===== src/rtl/fetch_queue_if.sv =====
// Fetch-queue bus bundle: instruction-memory req/ack port, redirect input,
// and the valid/ready head port toward decode. The master side is the fetch stage.
interface fetch_queue_if #(
   parameter int unsigned PC_WIDTH = 32,
   parameter int unsigned IWIDTH   = 32
);
   // stage control and redirect from execute
   logic                fq_i_ce;
   logic                fq_i_redirect;
   logic [PC_WIDTH-1:0] fq_i_redirect_pc;

   // instruction memory read port
   logic                fq_o_mem_req;
   logic [PC_WIDTH-1:0] fq_o_mem_addr;
   logic                fq_i_mem_ack;
   logic [IWIDTH-1:0]   fq_i_mem_data;

   // head of queue toward decode
   logic                fq_o_valid;
   logic [PC_WIDTH-1:0] fq_o_pc;
   logic [IWIDTH-1:0]   fq_o_instr;
   logic                fq_i_ready;

   modport master (
      input  fq_i_ce, fq_i_redirect, fq_i_redirect_pc,
      input  fq_i_mem_ack, fq_i_mem_data, fq_i_ready,
      output fq_o_mem_req, fq_o_mem_addr,
      output fq_o_valid, fq_o_pc, fq_o_instr
   );

   modport slave (
      output fq_i_ce, fq_i_redirect, fq_i_redirect_pc,
      output fq_i_mem_ack, fq_i_mem_data, fq_i_ready,
      input  fq_o_mem_req, fq_o_mem_addr,
      input  fq_o_valid, fq_o_pc, fq_o_instr
   );
endinterface


===== src/rtl/fetch_queue.sv =====
// Instruction fetch stage: sequential PC generation, single-outstanding
// memory request, first-word-fall-through {pc, instr} queue, and flush on redirect.
module fetch_queue #(
   parameter int unsigned          PC_WIDTH   = 32,
   parameter int unsigned          IWIDTH     = 32,
   parameter int unsigned          FIFO_DEPTH = 4,
   parameter int unsigned          PTR_WIDTH  = 2,
   parameter logic [PC_WIDTH-1:0]  RESET_PC   = '0
) (
   input  logic          fq_clk,
   input  logic          fq_rst,
   fetch_queue_if.master fq_bus
);

   localparam int unsigned CNT_WIDTH = PTR_WIDTH + 1;

   // request / PC state
   logic                 r_req;
   logic [PC_WIDTH-1:0]  r_addr;
   logic [PC_WIDTH-1:0]  r_fetch_pc;
   logic                 r_discard;

   // queue state
   logic [CNT_WIDTH-1:0] r_count;
   logic [PTR_WIDTH-1:0] r_wr_ptr;
   logic [PTR_WIDTH-1:0] r_rd_ptr;
   logic [PC_WIDTH-1:0]  r_pc_mem    [FIFO_DEPTH];
   logic [IWIDTH-1:0]    r_instr_mem [FIFO_DEPTH];

   // next-state values
   logic                 w_req_nxt;
   logic [PC_WIDTH-1:0]  w_addr_nxt;
   logic [PC_WIDTH-1:0]  w_fetch_pc_nxt;
   logic                 w_discard_nxt;
   logic [CNT_WIDTH-1:0] w_count_nxt;
   logic [PTR_WIDTH-1:0] w_wr_ptr_nxt;
   logic [PTR_WIDTH-1:0] w_rd_ptr_nxt;

   // per-edge events
   logic                 w_ack;
   logic                 w_push;
   logic                 w_pop;
   logic                 w_valid;
   logic                 w_outstanding;
   logic                 w_issue;
   logic [PC_WIDTH-1:0]  w_redirect_pc;

   // Word-align the restart address; low two bits are don't-care.
   assign w_redirect_pc = fq_bus.fq_i_redirect_pc & ~PC_WIDTH'(3);

   // Handshake events for this edge.
   assign w_valid       = (r_count != '0);
   assign w_ack         = r_req && fq_bus.fq_i_mem_ack;
   assign w_push        = w_ack && !r_discard && !fq_bus.fq_i_redirect;
   assign w_pop         = w_valid && fq_bus.fq_i_ready && fq_bus.fq_i_ce;
   assign w_outstanding = r_req && !fq_bus.fq_i_mem_ack;

   // Post-edge occupancy; a redirect empties the queue outright.
   always_comb begin
      w_count_nxt  = r_count;
      w_wr_ptr_nxt = r_wr_ptr;
      w_rd_ptr_nxt = r_rd_ptr;
      if (fq_bus.fq_i_redirect) begin
         w_count_nxt  = '0;
         w_wr_ptr_nxt = '0;
         w_rd_ptr_nxt = '0;
      end else begin
         w_count_nxt = r_count + CNT_WIDTH'(w_push) - CNT_WIDTH'(w_pop);
         if (w_push) begin
            w_wr_ptr_nxt = r_wr_ptr + PTR_WIDTH'(1);
         end
         if (w_pop) begin
            w_rd_ptr_nxt = r_rd_ptr + PTR_WIDTH'(1);
         end
      end
   end

   // Issue only with a free slot counted after this edge's push/pop, so a
   // returning response always has room.
   assign w_issue = fq_bus.fq_i_ce && !fq_bus.fq_i_redirect && !w_outstanding &&
                    (w_count_nxt < CNT_WIDTH'(FIFO_DEPTH));

   // Request, fetch PC and discard next-state.
   always_comb begin
      w_req_nxt      = r_req;
      w_addr_nxt     = r_addr;
      w_fetch_pc_nxt = r_fetch_pc;
      w_discard_nxt  = r_discard;
      if (fq_bus.fq_i_redirect) begin
         w_fetch_pc_nxt = w_redirect_pc;
         if (w_outstanding) begin
            // keep the in-flight request stable and drop its response later
            w_discard_nxt = 1'b1;
         end else begin
            w_req_nxt     = 1'b0;
            w_discard_nxt = 1'b0;
         end
      end else begin
         if (w_ack) begin
            w_req_nxt     = 1'b0;
            w_discard_nxt = 1'b0;
         end
         if (w_issue) begin
            w_req_nxt      = 1'b1;
            w_addr_nxt     = r_fetch_pc;
            w_fetch_pc_nxt = r_fetch_pc + PC_WIDTH'(4);
         end
      end
   end

   // Control state registers with synchronous reset.
   always_ff @(posedge fq_clk) begin
      if (fq_rst) begin
         r_req      <= 1'b0;
         r_addr     <= RESET_PC;
         r_fetch_pc <= RESET_PC;
         r_discard  <= 1'b0;
         r_count    <= '0;
         r_wr_ptr   <= '0;
         r_rd_ptr   <= '0;
      end else begin
         r_req      <= w_req_nxt;
         r_addr     <= w_addr_nxt;
         r_fetch_pc <= w_fetch_pc_nxt;
         r_discard  <= w_discard_nxt;
         r_count    <= w_count_nxt;
         r_wr_ptr   <= w_wr_ptr_nxt;
         r_rd_ptr   <= w_rd_ptr_nxt;
      end
   end

   // Queue storage; contents are only observable through the valid gate.
   always_ff @(posedge fq_clk) begin
      if (!fq_rst && w_push) begin
         r_pc_mem[r_wr_ptr]    <= r_addr;
         r_instr_mem[r_wr_ptr] <= fq_bus.fq_i_mem_data;
      end
   end

   // Outputs: memory port from registers, head read through the read pointer.
   assign fq_bus.fq_o_mem_req  = r_req;
   assign fq_bus.fq_o_mem_addr = r_addr;
   assign fq_bus.fq_o_valid    = w_valid;
   assign fq_bus.fq_o_pc       = w_valid ? r_pc_mem[r_rd_ptr]    : '0;
   assign fq_bus.fq_o_instr    = w_valid ? r_instr_mem[r_rd_ptr] : '0;

endmodule


===== src/flat_wrapper.sv =====
// flat-port wrapper written by rule: the top's interface ports become plain ports
module fetch_queue_flat 
#(
   parameter int unsigned          PC_WIDTH   = 32,
   parameter int unsigned          IWIDTH     = 32,
   parameter int unsigned          FIFO_DEPTH = 4,
   parameter int unsigned          PTR_WIDTH  = 2,
   parameter logic [PC_WIDTH-1:0]  RESET_PC   = '0
)
  (fq_clk, fq_rst, fq_bus_fq_i_ce, fq_bus_fq_i_redirect, fq_bus_fq_i_redirect_pc, fq_bus_fq_i_mem_ack, fq_bus_fq_i_mem_data, fq_bus_fq_i_ready, fq_bus_fq_o_mem_req, fq_bus_fq_o_mem_addr, fq_bus_fq_o_valid, fq_bus_fq_o_pc, fq_bus_fq_o_instr);
  fetch_queue_if #(.PC_WIDTH(PC_WIDTH), .IWIDTH(IWIDTH)) fq_bus_i ();
  input  logic fq_clk;
  input  logic fq_rst;
  input wire logic [$bits(fq_bus_i.fq_i_ce)-1:0] fq_bus_fq_i_ce;
  input wire logic [$bits(fq_bus_i.fq_i_redirect)-1:0] fq_bus_fq_i_redirect;
  input wire logic [$bits(fq_bus_i.fq_i_redirect_pc)-1:0] fq_bus_fq_i_redirect_pc;
  input wire logic [$bits(fq_bus_i.fq_i_mem_ack)-1:0] fq_bus_fq_i_mem_ack;
  input wire logic [$bits(fq_bus_i.fq_i_mem_data)-1:0] fq_bus_fq_i_mem_data;
  input wire logic [$bits(fq_bus_i.fq_i_ready)-1:0] fq_bus_fq_i_ready;
  output wire logic [$bits(fq_bus_i.fq_o_mem_req)-1:0] fq_bus_fq_o_mem_req;
  output wire logic [$bits(fq_bus_i.fq_o_mem_addr)-1:0] fq_bus_fq_o_mem_addr;
  output wire logic [$bits(fq_bus_i.fq_o_valid)-1:0] fq_bus_fq_o_valid;
  output wire logic [$bits(fq_bus_i.fq_o_pc)-1:0] fq_bus_fq_o_pc;
  output wire logic [$bits(fq_bus_i.fq_o_instr)-1:0] fq_bus_fq_o_instr;
  assign fq_bus_i.fq_i_ce = fq_bus_fq_i_ce;
  assign fq_bus_i.fq_i_redirect = fq_bus_fq_i_redirect;
  assign fq_bus_i.fq_i_redirect_pc = fq_bus_fq_i_redirect_pc;
  assign fq_bus_i.fq_i_mem_ack = fq_bus_fq_i_mem_ack;
  assign fq_bus_i.fq_i_mem_data = fq_bus_fq_i_mem_data;
  assign fq_bus_i.fq_i_ready = fq_bus_fq_i_ready;
  assign fq_bus_fq_o_mem_req = fq_bus_i.fq_o_mem_req;
  assign fq_bus_fq_o_mem_addr = fq_bus_i.fq_o_mem_addr;
  assign fq_bus_fq_o_valid = fq_bus_i.fq_o_valid;
  assign fq_bus_fq_o_pc = fq_bus_i.fq_o_pc;
  assign fq_bus_fq_o_instr = fq_bus_i.fq_o_instr;
  fetch_queue #(.PC_WIDTH(PC_WIDTH), .IWIDTH(IWIDTH), .FIFO_DEPTH(FIFO_DEPTH), .PTR_WIDTH(PTR_WIDTH), .RESET_PC(RESET_PC)) u_core (.fq_clk(fq_clk), .fq_rst(fq_rst), .fq_bus(fq_bus_i));
endmodule

===== config.mk =====
export PLATFORM = sky130hd
export DESIGN_NAME = fetch_queue_flat
export DESIGN_NICKNAME = d
export VERILOG_FILES = /design/src/rtl/fetch_queue_if.sv /design/src/rtl/fetch_queue.sv /design/src/flat_wrapper.sv
export SDC_FILE = /design/constraint.sdc
export NUM_CORES = 1
export LEC_CHECK = 0
export BUFFER_PORTS_ARGS = -buffer_cell sky130_fd_sc_hd__clkbuf_2
export CORE_ASPECT_RATIO = 1.25
export CORE_MARGIN = 5
export CORE_UTILIZATION = 55
export DETAILED_ROUTE_END_ITERATION = 10
export PLACE_DENSITY_LB_ADDON = 0.3
export REMOVE_ABC_BUFFERS = 1
export SYNTH_ARGS = -nofsm -noshare
export SYNTH_HDL_FRONTEND = slang
export SYNTH_SLANG_ARGS = --single-unit

===== constraint.sdc =====
create_clock -name fq_clk -period 9.9 [get_ports fq_clk]
set_clock_uncertainty 0.05 [all_clocks]
set_input_delay 0.99 -clock fq_clk [delete_from_list [all_inputs] [get_ports fq_clk]]
set_output_delay 0.99 -clock fq_clk [all_outputs]
set_load 0.03 [all_outputs]

**Word level (Yosys, flattened, before mapping)**

Memories as Yosys holds them, arrays and structs flattened. A register that Yosys moved wholly into a read port is not among the register bits.
Cells that the tools add are included.

- Muxes and demuxes: 17
- Reductions and logical operators: 22
- Bitwise logic cells: 1
- Eq/ne operators: 1
- Magnitude comparators: 1
- Add/sub/neg operators: 5

Operators by type and width:

| cell | count |
|---|---|
| $mux 32 | 4 |
| $add 32x3->32 const B | 1 |
| $logic_and 1x1->1 | 10 |
| $mux 1 | 8 |
| $mux 2 | 4 |
| $reduce_bool 3->1 | 2 |
| $logic_not 1->1 | 5 |
| $add 2x1->2 const B | 2 |
| $reduce_and 2->1 | 2 |
| $reduce_bool 2->1 | 2 |
| $add 3x1->3 | 1 |
| $lt 3x3->1 const B | 1 |
| $mux 3 | 1 |
| $sub 3x1->3 | 1 |
| $ne 2x2->1 const B | 1 |
| $reduce_or 2->1 | 1 |
| $not 1->1 | 1 |

- RAM bits: 256
- Memories: 2
- Register bits: 73
- Output and inout bits: 98

Memory list:

| memory | words | width | rd ports | clocked after Yosys merged registers in | write ports | RTL line | text |
|---|---|---|---|---|---|---|---|
| u_core.r_instr_mem | 4 | 32 | 1 | 1 | 1 | fetch_queue.sv:28 | `logic [IWIDTH-1:0] r_instr_mem [FIFO_DEPTH];` |
| u_core.r_pc_mem | 4 | 32 | 1 | 1 | 1 | fetch_queue.sv:27 | `logic [PC_WIDTH-1:0] r_pc_mem [FIFO_DEPTH];` |

**Longest topological paths before layout**

Gate-level depths: netlist (run 1).

- Depth in word-level cells: 10
- Depth in mapped cells: 14
- Gate-level depth less buffers: 11

**Least setup slack after synthesis (run 1)**

OpenSTA, ideal clock, no wires.

- Kind: input to register
- From: input fq_bus_fq_i_ce
- To: register u_core.r_fetch_pc[24]
- Library setup time: 0.074 ns
- Arrival: 3.777 ns
- Stages: 11
- Path buffers: 1
- Path slack: 5.999 ns
- Cell sequence: and3_1 > ha_1 > inv_1 > ha_1 > fa_1 > xor3_2 > nand4_4 > or4b_4 > buf_6 > or4_1 > a31oi_1

- Word-level cells in the longest chain between the ends: 6

Ends and longest elaborated chain:

| element | RTL line | text |
|---|---|---|
| start, declared | flat_wrapper.sv:14 | `input wire logic [$bits(fq_bus_i.fq_i_ce)-1:0] fq_bus_fq_i_ce;` |
| $logic_and 1x1->1 | fetch_queue.sv:55 | `assign w_pop = w_valid && fq_bus.fq_i_ready && fq_bus.fq_i_ce;` |
| $sub 3x1->3 | fetch_queue.sv:68 | `w_count_nxt = r_count + CNT_WIDTH'(w_push) - CNT_WIDTH'(w_pop);` |
| $mux 3 | fetch_queue.sv:63 | `if (fq_bus.fq_i_redirect) begin` |
| $lt 3x3->1 | fetch_queue.sv:81 | `(w_count_nxt < CNT_WIDTH'(FIFO_DEPTH));` |
| $logic_and 1x1->1 * | fetch_queue.sv:80 | `assign w_issue = fq_bus.fq_i_ce && !fq_bus.fq_i_redirect && !w_outstanding &&` |
| $reduce_bool 2->1 (no line) * | - |  |
| end signal, assigned | fetch_queue.sv:124 | `r_fetch_pc <= w_fetch_pc_nxt;` |
| end, declared | fetch_queue.sv:20 | `logic [PC_WIDTH-1:0] r_fetch_pc;` |

Every way passes the cells marked *; elsewhere a longest branch is shown, timed or not.
A chain may end at the register's enable or synchronous reset.

**Worst setup path after layout (run 1)**

- From: register u_core.r_count[0]
- To: register u_core.r_fetch_pc[28]

- Word-level cells in the longest chain between the ends: 8

Ends and longest elaborated chain:

| element | RTL line | text |
|---|---|---|
| start, declared | fetch_queue.sv:24 | `logic [CNT_WIDTH-1:0] r_count;` |
| start signal, assigned | fetch_queue.sv:126 | `r_count <= w_count_nxt;` |
| $reduce_bool 3->1 | fetch_queue.sv:52 | `assign w_valid = (r_count != '0);` |
| $logic_and 1x1->1 (2 in series) | fetch_queue.sv:55 |  |
| net u_core.w_pop | fetch_queue.sv:42 | `logic w_pop;` |
| $sub 3x1->3 | fetch_queue.sv:68 |  |
| $mux 3 | fetch_queue.sv:63 |  |
| $lt 3x3->1 | fetch_queue.sv:81 |  |
| $logic_and 1x1->1 | fetch_queue.sv:80 |  |
| $reduce_bool 2->1 (no line) | - |  |

The timed path passes the listed nets, and every way through them passes these cells.

==> metrics, run 1 <==
number of CTS-inserted buffers 30; area share of fa/ha/maj cells after synthesis 0.00854; area grow syn2layout 16.0%; post-synthesis compound-gate area fraction 0.0356; CTS tree done; Layout Cells excl Fill roughly 1300; mux cell area share after synthesis 0.112; first-pass GRT wire length about 40 mm; Via density 5.71; GRT met1 Usage 0.261; Req. time, crit path 10290 ps; Comb pwr share 0.034; vias in the first global route 7327; vias between 7000 and 8000; largest family of logic cells by synthesized area multiplexers; chip height 179 um; slew margin rel. 0.183; largest net degree at the start of global routing 65; sequential power share 0.545; critical path's largest stage delay 650 ps; share of cells above drive strength 1 0.297; clock power share 0.422; number of top-level pins 168; gr ovfl total 0; worst min path class reg -> reg; clk slew on worst S/H paths roughly 70 ps; asr flop ratio synth 0; max-slew violations 0; Top Usage Layer GRT met2; DP Wirelength approximately 15 mm; internal power 2.13 mW; main flop type after synthesis edfxtp_1; fmax 0.247 GHz; Syn Area/Cell between 15 and 20 sq um; Avg WL per Cell 20.2 um; Syn Inst Count 794; warning count from the yosys run 0; Crit path max-delay family simple AND/OR/NAND/NOR gates; Yosys reg bits 319; DRT Pass-1 Iters 5; Setup Crit Path Kind reg -> reg; Synth Area in XOR/XNOR 0.0180; critical path's slowest cell or4b_4; postcts setup bufs 0; pre-CTS setup slack roughly 5600 ps; Max clock buf depth 3; CORE AREA 22800 sq um; Total GRT Usage 0.193; width of the die between 100 and 150 um; CTS Hold Bufs 0; Final Critical Period roughly 4100 ps; RD Place Congestion 0.832; effective utilization at floorplan 0.553; M2 GR Usage 0.332; period utilization 0.410; critical path arrival 4440 ps; RSZ-0062 raised after global routing no; Startpoint Class flop; initial antenna violation count 0; FF/Latch Area 8880 sq um; Final Hold Vio Count 0; WL final 25.4 mm; ANT nets after route 0; final setup vio count 0; CP dominant cell by count ha_1; Critical Path Sink Type flop; Max rail drop VDD 0.162 mV; Buf+Inv Stages, Crit Path 1; P per Cell Area 184 nW/um^2; Slew @ Worst Pin roughly 1200 ps; Die ar. 26100 sq um; critical path cell sequence or3_2 -> and3_1 -> ha_1 -> inv_1 -> ha_1 -> fa_1 -> xor3_2 -> nand4_4 -> or4b_4 -> or4_1 -> a311oi_1; placed insts roughly 1200; DR DRC count 0; Layout Nets a little over 1000; Clock Latency Late Sink 540 ps; Seq/Total Area, Yosys 0.704; # rows 62; max-cap viol count 0; number of synthesized flops with an enable pin 248; met3 Usage GRT 0.0331; Multi-input gate area 3500 sq um; final core occ 0.641; outcome completed; CTS HTree Levels 1; Layout fillers 1706; CP Max Fanout 13; NetSw 564 uW; min setup slack post-route 5850 ps; DR iter-0 viols 519; Synth cell types 44; Sw Ratio 0.209; Antenna diodes 0; CTS resizes 0; Sum Neg Setup Slack 0 ps; Mapped Area around 13000 sq um; clk root buf clkbuf_16; leakage 5.12 nW; IO buf count approximately 160; CTS sink cnt 319; Simple-Gate Fraction of Synth Area 0.101
kinds of logic (layout without fill, tap and decap cells):
group | count (synthesis) | in the layout
AOI/OAI and AO/OA | 72 | 72
xor gates and xnor gates | 24 | 24
adders and majority gates | 8 | 8
buffers and inverters | 61 | 234
DFF | 319 | 319
muxes | 64 | 64
other | 1 | 4
and+or+nand+nor | 245 | 245
worst min-delay path: stages (launching register included):
cell	delay, ps
dfxtp_1	330
nand2_1	60
a21oi_1	50
cell type report:
cell class                      instances  area share
Clock buffer                           34      0.0538
Clock inverter                         22      0.0138
Inverter                               11     0.00282
Multi-Input combinational cell        417       0.239
Sequential cell                       319       0.607
Tap cell                              288      0.0247
Timing Repair Buffer                  167      0.0582
path summary, 6_finish.rpt:
check | to | slack, ps | cells past startpoint | from
max | u_core.r_fetch_pc[28] | 5850 | 11 | u_core.r_count[0]
min | u_core.fq_bus.fq_o_mem_addr[30] | 440 | 2 | u_core.r_fetch_pc[30]
min reg2reg | u_core.fq_bus.fq_o_mem_addr[30] | 440 | 2 | u_core.r_fetch_pc[30]
max reg2reg | u_core.r_fetch_pc[28] | 5850 | 11 | u_core.r_count[0]
flip-flops by register name, indices dropped and copies added (netlist names), named ones only:
name                         flops
u_core.fq_bus.fq_o_mem_addr     30
u_core.r_fetch_pc               30
u_core.r_pc_mem                120
u_core.fq_bus.fq_o_mem_req       1
u_core.r_instr_mem             128
u_core.r_count                   3
u_core.r_discard                 1
u_core.r_wr_ptr                  2
u_core.r_rd_ptr                  2
cell usage in the layout, fill, tap and decap left out, types with 2 or more instances in the layout:
cell type | netlist | final
buf_4 | 4 | 6
clkbuf_1 | 36 | 3
or4_1 | 7 | 7
a21oi_1 | 35 | 35
clkbuf_16 | 0 | 31
nor3_1 | 5 | 5
clkbuf_2 | 0 | 161
and2_1 | 70 | 66
nor2_1 | 29 | 28
nand3_1 | 11 | 11
clkinvlp_2 | 0 | 2
nand2_1 | 86 | 86
a31oi_1 | 6 | 6
ha_1 | 7 | 7
nand4_1 | 14 | 14
xnor2_1 | 7 | 7
clkinv_1 | 0 | 7
and4_1 | 3 | 3
xor2_1 | 16 | 16
nor4_1 | 4 | 4
mux4_2 | 62 | 62
dfxtp_1 | 71 | 69
o211ai_1 | 6 | 6
o31ai_1 | 2 | 2
and3_1 | 7 | 7
a311oi_1 | 3 | 3
clkinvlp_4 | 0 | 4
and2_4 | 0 | 4
clkinv_2 | 0 | 2
clkinv_4 | 0 | 4
bufinv_16 | 0 | 3
o22ai_1 | 2 | 2
a211oi_1 | 16 | 16
inv_1 | 11 | 11
edfxtp_1 | 248 | 248
dfxtp_4 | 0 | 2
conb_1 | 1 | 4
cell usage after synthesis (all sizes together), types with 2 or more instances:
cell type	number	area [sq um]
nand2	86	323
nand4	15	109
xnor2	7	61.3
and2	70	438
a21oi	35	175
edfxtp	248	7450
a31oi	6	37.5
nor2	29	109
clkbuf	36	135
or3	2	12.5
a211oi	16	120
o31ai	2	15.0
nand3	11	55.1
o22ai	2	12.5
mux4	62	1400
ha	7	87.6
inv	11	41.3
nor4	4	25.0
dfxtp	71	1420
nor3	5	25.0
and3	8	51.3
or4	7	52.6
a311oi	3	26.3
buf	14	81.3
and4	3	26.3
o211ai	6	45.0
xor2	16	140
layer usage:
metal	vias up	wire, um
li1	3321	-
met2	207	12900
met3	36	1360
met1	3625	10700
met4	0	431
met5	-	0
power groups by stage:
stage / combinational [mW] / sequential (mW) / clock, mW
after floorplan: 0.0394 / 1.50 / 0
after global placement: 0.0891 / 1.50 / 0
after detailed placement: 0.0909 / 1.50 / 0
after CTS: 0.0913 / 1.47 / 1.16
after global routing: 0.0992 / 1.47 / 1.21
final: 0.0908 / 1.47 / 1.14
through the flow:
| step | area (sq um) | power [mW] | hold slack (ps) |
|---|---|---|---|
| 2_1_floorplan | 12400 | 1.54 | 376 |
| 3_3_place_gp | 13600 | 1.58 | 420 |
| 3_5_place_dp | 13600 | 1.59 | 429 |
| 4_1_cts | 14600 | 2.71 | 433 |
| 5_1_grt | 14600 | 2.78 | 456 |
| 6_report | 14600 | 2.69 | 435 |
No activity file was read; power rests on OpenSTA's default activity.
==> inputs of run 2 (changes only) <==
ABC_AREA = 1   (was default)
clock period = 3.88 ns   (was 9.9 ns; I/O delays follow)
==> run 2 against run 1 <==
Compared with the run above:
- global-route usage grew 2.6 points
- setup slack lost 5000 ps
- maximum frequency grew 32%
- final area grew 5.7%
- clock power grew to 2.6 times the previous value
- register-to-register slack lost 5000 ps
- clock-buffer cell count grew 8
- critical path type unchanged
==> metrics, run 2 <==
Total GRT Usage 0.218 (+0.0256); P per Cell Area 456 nW/um^2 (+150%); Synth cell types 36 (-18%); clk slew on worst S/H paths 60 ps (about the same); area grow syn2layout 15.3%; Final Hold Vio Count 0 (unchanged); width of the die 150 um (+2.9%); WL final 30.4 mm (+20%); # rows 63 (+1.6%); slew margin rel. 0.424 (+0.241); postcts setup bufs 0 (unchanged); Yosys reg bits 319 (unchanged); critical path arrival 3480 ps (-960 ps); most frequent cells in the layout nor2_1, edfxtp_1, clkbuf_2; max-slew violations 0 (unchanged); most frequent cells after synthesis nor2_1, edfxtp_1, o21ai_0; first-pass GRT wire length 48.2 mm (+20%); CP Max Fanout 63 (+50); Antenna diodes 0 (unchanged); Startpoint Class flop; clk root buf clkbuf_16; outcome completed; CTS Hold Bufs 0 (unchanged); share of cells above drive strength 1 0.167 (-0.129); Yosys top cell area share 0.556 (-0.0352); number of synthesized flops with an enable pin 248 (unchanged); gr ovfl total 0 (unchanged); Layout Nets 1543 (+51%); critical path cell sequence inv_2 -> nand2_4 -> nor2_4 -> nor2_1 -> ha_1 -> inv_1 -> ha_1 -> fa_1 -> inv_1 -> nand3_2 -> nand2_1 -> nor2_2 -> nor2_8 -> o21ai_0 -> a21oi_1; largest cells by area after synthesis edfxtp_1, dfxtp_1, nor2_1; Syn Area/Cell 10.1 sq um (-36%); Mapped Area 13400 sq um (+6.3%); RSZ-0062 raised after global routing no; IO buf count 161 (unchanged); CTS tree done; DRT Pass-1 Iters 5 (unchanged); worst min path class in -> reg; register bank with the most flops u_core.r_instr_mem; Critical Path Sink Type flop; Req. time, crit path 4290 ps (-6000 ps); DP Wirelength 18.2 mm (+22%); Via density 5.31 (-7.1%); number of CTS-inserted buffers 29 (-3.3%); max reg flops 128 (unchanged); Final Critical Period 3080 ps (-979 ps); DR iter-0 viols 686 (+32%); leakage 5.84 nW (+14%); Avg WL per Cell 16.8 um (-17%); asr flop ratio synth 0 (unchanged); period utilization 0.793 (+0.383); Largest regs u_core.r_instr_mem: 128 flops, u_core.r_pc_mem: 120 flops; Max rail drop VDD 0.527 mV (+230%); max-cap viol count 0 (unchanged); critical path's slowest cell nor2_8; DR DRC count 0 (unchanged); Layout fillers 1869 (+9.6%); warning count from the yosys run 0 (unchanged); Clock Latency Late Sink 530 ps (about the same); Setup Crit Path Kind reg -> reg; most common cell after layout, fill and taps aside nor2_1; CTS HTree Levels 1 (unchanged); chip height 185 um (+2.9%); initial antenna violation count 0 (unchanged); Syn Inst Count 1327 (+67%); top-count cell post-synth nor2_1; CTS resizes 0 (unchanged); ANT nets after route 0 (unchanged); RD Place Congestion 0.841 (+1.1%); Seq/Total Area, Yosys 0.662 (-0.0419); Sum Neg Setup Slack 0 ps (unchanged); main flop type after synthesis edfxtp_1; critical path's largest stage delay 600 ps (-50 ps); Max clock buf depth 3 (unchanged); number of top-level pins 168 (unchanged); Slew @ Worst Pin 864 ps (-344 ps); CTS sink cnt 319 (unchanged); final setup vio count 0 (unchanged); Die ar. 27600 sq um (+5.9%); vias 9618 (+34%); effective utilization at floorplan 0.561 (+0.00845); Power, Total 7.04 mW (+160%); fmax 0.325 GHz (+32%); CORE AREA 23900 sq um (+4.7%); vias in the first global route 9358 (+28%); largest net degree at the start of global routing 81 (+25%); Synth area leader edfxtp_1
-- run 2: layout make-up --
type	count	area [sq um]	area share
Sequential cell	319	8870	0.574
Multi-Input combinational cell	874	3960	0.257
Timing Repair Buffer	179	966	0.0625
Clock buffer	42	835	0.0540
Tap cell	325	407	0.0263
Inverter	62	241	0.0156
Clock inverter	11	160	0.0104
-- run 2: through the flow --
stage               cells  setup WS, ps  instance area [sq um]  hold WS, ps  utilization
finish               1812           804                  15400         21.5        0.647
detailed placement   1759           750                  14500          440        0.605
global route         1812           539                  15400         4.62        0.647
CTS                  1812           778                  15400         2.67        0.647
floorplan            1255          -723                  13000          400            -
global placement     1759           846                  14500          437        0.605
-- run 2: path summary, 6_finish.rpt --
path	start	slack, ps	end	cells past startpoint
setup reg to reg	u_core.r_count[1]	800	u_core.fq_bus.fq_o_mem_addr[13]	15
setup / recovery	u_core.r_count[1]	800	u_core.fq_bus.fq_o_mem_addr[13]	15
hold / removal	fq_bus_fq_i_mem_data[20]	20	u_core.r_instr_mem[3][20]	1
hold reg to reg	u_core.r_fetch_pc[10]	450	u_core.r_fetch_pc[10]	2
-- run 2: metal layers --
layer  up-vias  track usage  part of all wire
li1       4749            -                 -
met1      4514        0.285              0.41
met2       307        0.387              0.51
met3        48       0.0236             0.057
met4         0       0.0652             0.024
met5         -            0                 0
-- run 2: kinds of logic after synthesis --
family,after synthesis,synth area share
flip-flops,319,0.662
AO/OA/AOI/OAI,268,0.102
adder cells (fa/ha/maj),8,0.00803
other,1,0.000280
AND/OR/NAND/NOR,587,0.178
XOR/XNOR,7,0.00458
buffers and inverters,137,0.0458
-- run 2: worst max-delay path: cells and delay by family (launching register included) --
kind,cells,cell delay (ps)
buffers and inverters,3,230
adders and majority gates,3,860
DFF,1,320
AOI/OAI and AO/OA,2,420
and+or+nand+nor,7,1110
-- run 2: report_power, final --
| group | switching, mW | internal, mW | leakage (nW) | total [mW] |
|---|---|---|---|---|
| Combinational | 0.219 | 0.0973 | 2.52 | 0.316 |
| Clock | 1.18 | 1.76 | 0.485 | 2.94 |
| Sequential | 0.0638 | 3.73 | 2.83 | 3.79 |
==> inputs of run 3 (changes only) <==
ABC_AREA = 0   (was 1)
clock period = 3.2 ns   (was 3.88 ns; I/O delays follow)
==> run 3 against run 2 <==
Compared with the run above:
- the run now ends with setup timing left
- critical path depth down 4
- via count down 22%
- setup slack got worse by 1000 ps
- register-to-register slack worse by 1000 ps
- final area is 1.1% higher
- clock-buffer cell count down 5
- total power rose by 16%
==> metrics, run 3 (synthesis results as in run 1) <==
register bank with the most flops u_core.r_instr_mem; Max clock buf depth 3 (unchanged); Power, Total 8.16 mW (+16%); Critical Path Sink Type flop; Req. time, crit path 3600 ps (-690 ps); Via density 5.60 (+5.5%); # rows 62 (-1.6%); Critical path origin u_core.r_count[1]; Layout fillers 1575 (-16%); max-cap viol count 0 (unchanged); CORE AREA 22800 sq um (-4.5%); most common cell after layout, fill and taps aside edfxtp_1; sequential power share 0.556 (+0.018); Clock Latency Late Sink 530 ps (about the same); DR DRC count 0 (unchanged); CTS tree done; DRT Pass-1 Iters 5 (unchanged); vias in the first global route 7841 (-16%); worst min path class in -> reg; RSZ-0062 raised after global routing yes; Startpoint Class flop; share of cells above drive strength 1 0.321 (+0.154); DR iter-0 viols 603 (-12%); critical path's largest stage delay 550 ps (-50 ps); internal power 6.49 mW (+16%); reg2reg setup slack -210 ps (-1010 ps); Final Critical Period 3410 ps (+331 ps); Final Hold Vio Count 0 (unchanged); WL final 27.2 mm (-10%); Largest regs u_core.r_instr_mem: 128 flops, u_core.r_pc_mem: 120 flops; gr ovfl total 0 (unchanged); CP dominant cell by count ha_4; Setup Crit Path Kind reg -> reg; slew margin rel. 0.540 (+0.116); Die ar. 26100 sq um (-5.6%); max-slew violations 0 (unchanged); first-pass GRT wire length 42.8 mm (-11%); RD Place Congestion 0.825 (-1.9%); area grow syn2layout 23.9%; IO buf count 161 (unchanged); Antenna diodes 0 (unchanged); number of CTS-inserted buffers 29 (unchanged); CP Max Fanout 5 (-92%); depth of the most critical reg-to-reg path 11 (-4); largest net degree at the start of global routing 64 (-21%); Slew @ Worst Pin 689 ps (-174 ps); Critical Path Sink u_core.r_fetch_pc[28]; Worst Hold Depth 3 (+2); min setup slack post-route -207 ps (-1010 ps); width of the die 145 um (-2.8%); max reg flops 128 (unchanged); fmax 0.294 GHz (-9.7%); ANT nets after route 0 (unchanged); critical path's slowest cell or4b_4; effective utilization at floorplan 0.553 (-0.00845); initial antenna violation count 1 (+1); final core occ 0.685 (+0.0380); critical path cell sequence or3_4 -> and3_4 -> ha_4 -> inv_2 -> ha_4 -> fa_2 -> xor3_2 -> nand4_4 -> or4b_4 -> or4_4 -> a311oi_2; critical path arrival 3800 ps (+320 ps); most frequent cells in the layout edfxtp_1, clkbuf_2, nand2_1; Total GRT Usage 0.206 (-0.0125); Hold Worst Slack 16.9 ps (-4.66 ps); worst r2r dst u_core.r_fetch_pc[28]; Comb pwr share 0.046 (about the same); hold_sp fq_bus_fq_i_redirect_pc[10]; CTS HTree Levels 1 (unchanged); NetSw 1.68 mW (+15%); final setup vio count 7 (+7); vias 7529 (-22%); Max rail drop VDD 0.469 mV (-11%); number of top-level pins 168 (unchanged); leakage 5.57 nW (-4.6%); chip height 179 um (-2.9%); clk root buf clkbuf_16; worst r2r src u_core.r_count[1]; DP Wirelength 16.8 mm (-7.7%); Sw Ratio 0.205 (-0.00230); clock power share 0.398 (-0.019); failing checks setup timing; CTS sink cnt 319 (unchanged); outcome finished, violations left; clk slew on worst S/H paths 70 ps (about the same); period utilization 1.06 (+0.272); P per Cell Area 523 nW/um^2 (+15%); Avg WL per Cell 20.3 um (+21%); Layout Nets 1112 (-28%)
[run 3: metal layers]
metal / share of wire / global-route usage / up-vias / routed length (um)
met5: 0 / 0 / - / 0
met4: 0.017 / 0.0463 / 0 / 458
met3: 0.053 / 0.0339 / 37 / 1430
met2: 0.52 / 0.363 / 230 / 14200
met1: 0.41 / 0.273 / 3755 / 11100
li1: - / - / 3507 / -
[run 3: per-stage QoR]
stage | instance area [sq um] | setup TNS [ps] | std cells | worst slack (ps)
after floorplan | 12400 | -100660 | 747 | -1160
after global placement | 14000 | -9090 | 1235 | -564
after detailed placement | 14000 | -14450 | 1235 | -688
after CTS | 15500 | -847 | 1340 | -206
after global routing | 15600 | -1820 | 1344 | -282
final | 15600 | -870 | 1344 | -207
[run 3: power groups by stage]
stage / clock [mW] / sequential, mW / combinational [mW]
floorplan: 0 / 4.64 / 0.122
global placement: 0 / 4.63 / 0.298
detailed placement: 0 / 4.63 / 0.302
CTS: 3.33 / 4.54 / 0.352
global route: 3.51 / 4.55 / 0.402
finish: 3.25 / 4.54 / 0.373
[run 3: worst min path at each step]
stage	end	slack, ps
2_1_floorplan	u_core.fq_bus.fq_o_mem_addr[10]	340
3_3_place_gp	u_core.fq_bus.fq_o_mem_addr[27]	420
3_5_place_dp	u_core.fq_bus.fq_o_mem_addr[27]	430
4_1_cts	u_core.r_fetch_pc[7]	0.6
5_1_grt	u_core.r_fetch_pc[10]	6
6_report	u_core.r_fetch_pc[10]	20
[run 3: cell type report]
cell class,count,area (sq um),area share
flip-flops and latches,319,8880,0.569
multi-input cells,418,3590,0.230
repair buffers,255,1840,0.118
clock buffers,37,797,0.0510
well taps,288,360,0.0231
clock inverters,16,108,0.00689
inverters,11,41.3,0.00264
[run 3: worst max-delay path: cells and delay by family, from the launching register on]
family	cells	cell delay [ps]
and+or+nand+nor	5	1700
AOI/OAI and AO/OA	1	200
buffers and inverters	1	40
adders and majority gates	3	760
xor gates and xnor gates	1	250
DFF	1	320
[run 3: what timing repair did]
item / 4_1_cts / 5_1_grt
pin swaps: 10 / 3
cloned: 1 / 3
hold endpoints to repair: 144 / 1
gates resized for setup: 10 / 10
setup endpoints to repair: 58 / 46
hold buffers: 48 / 1
buffers inserted: 3 / 0
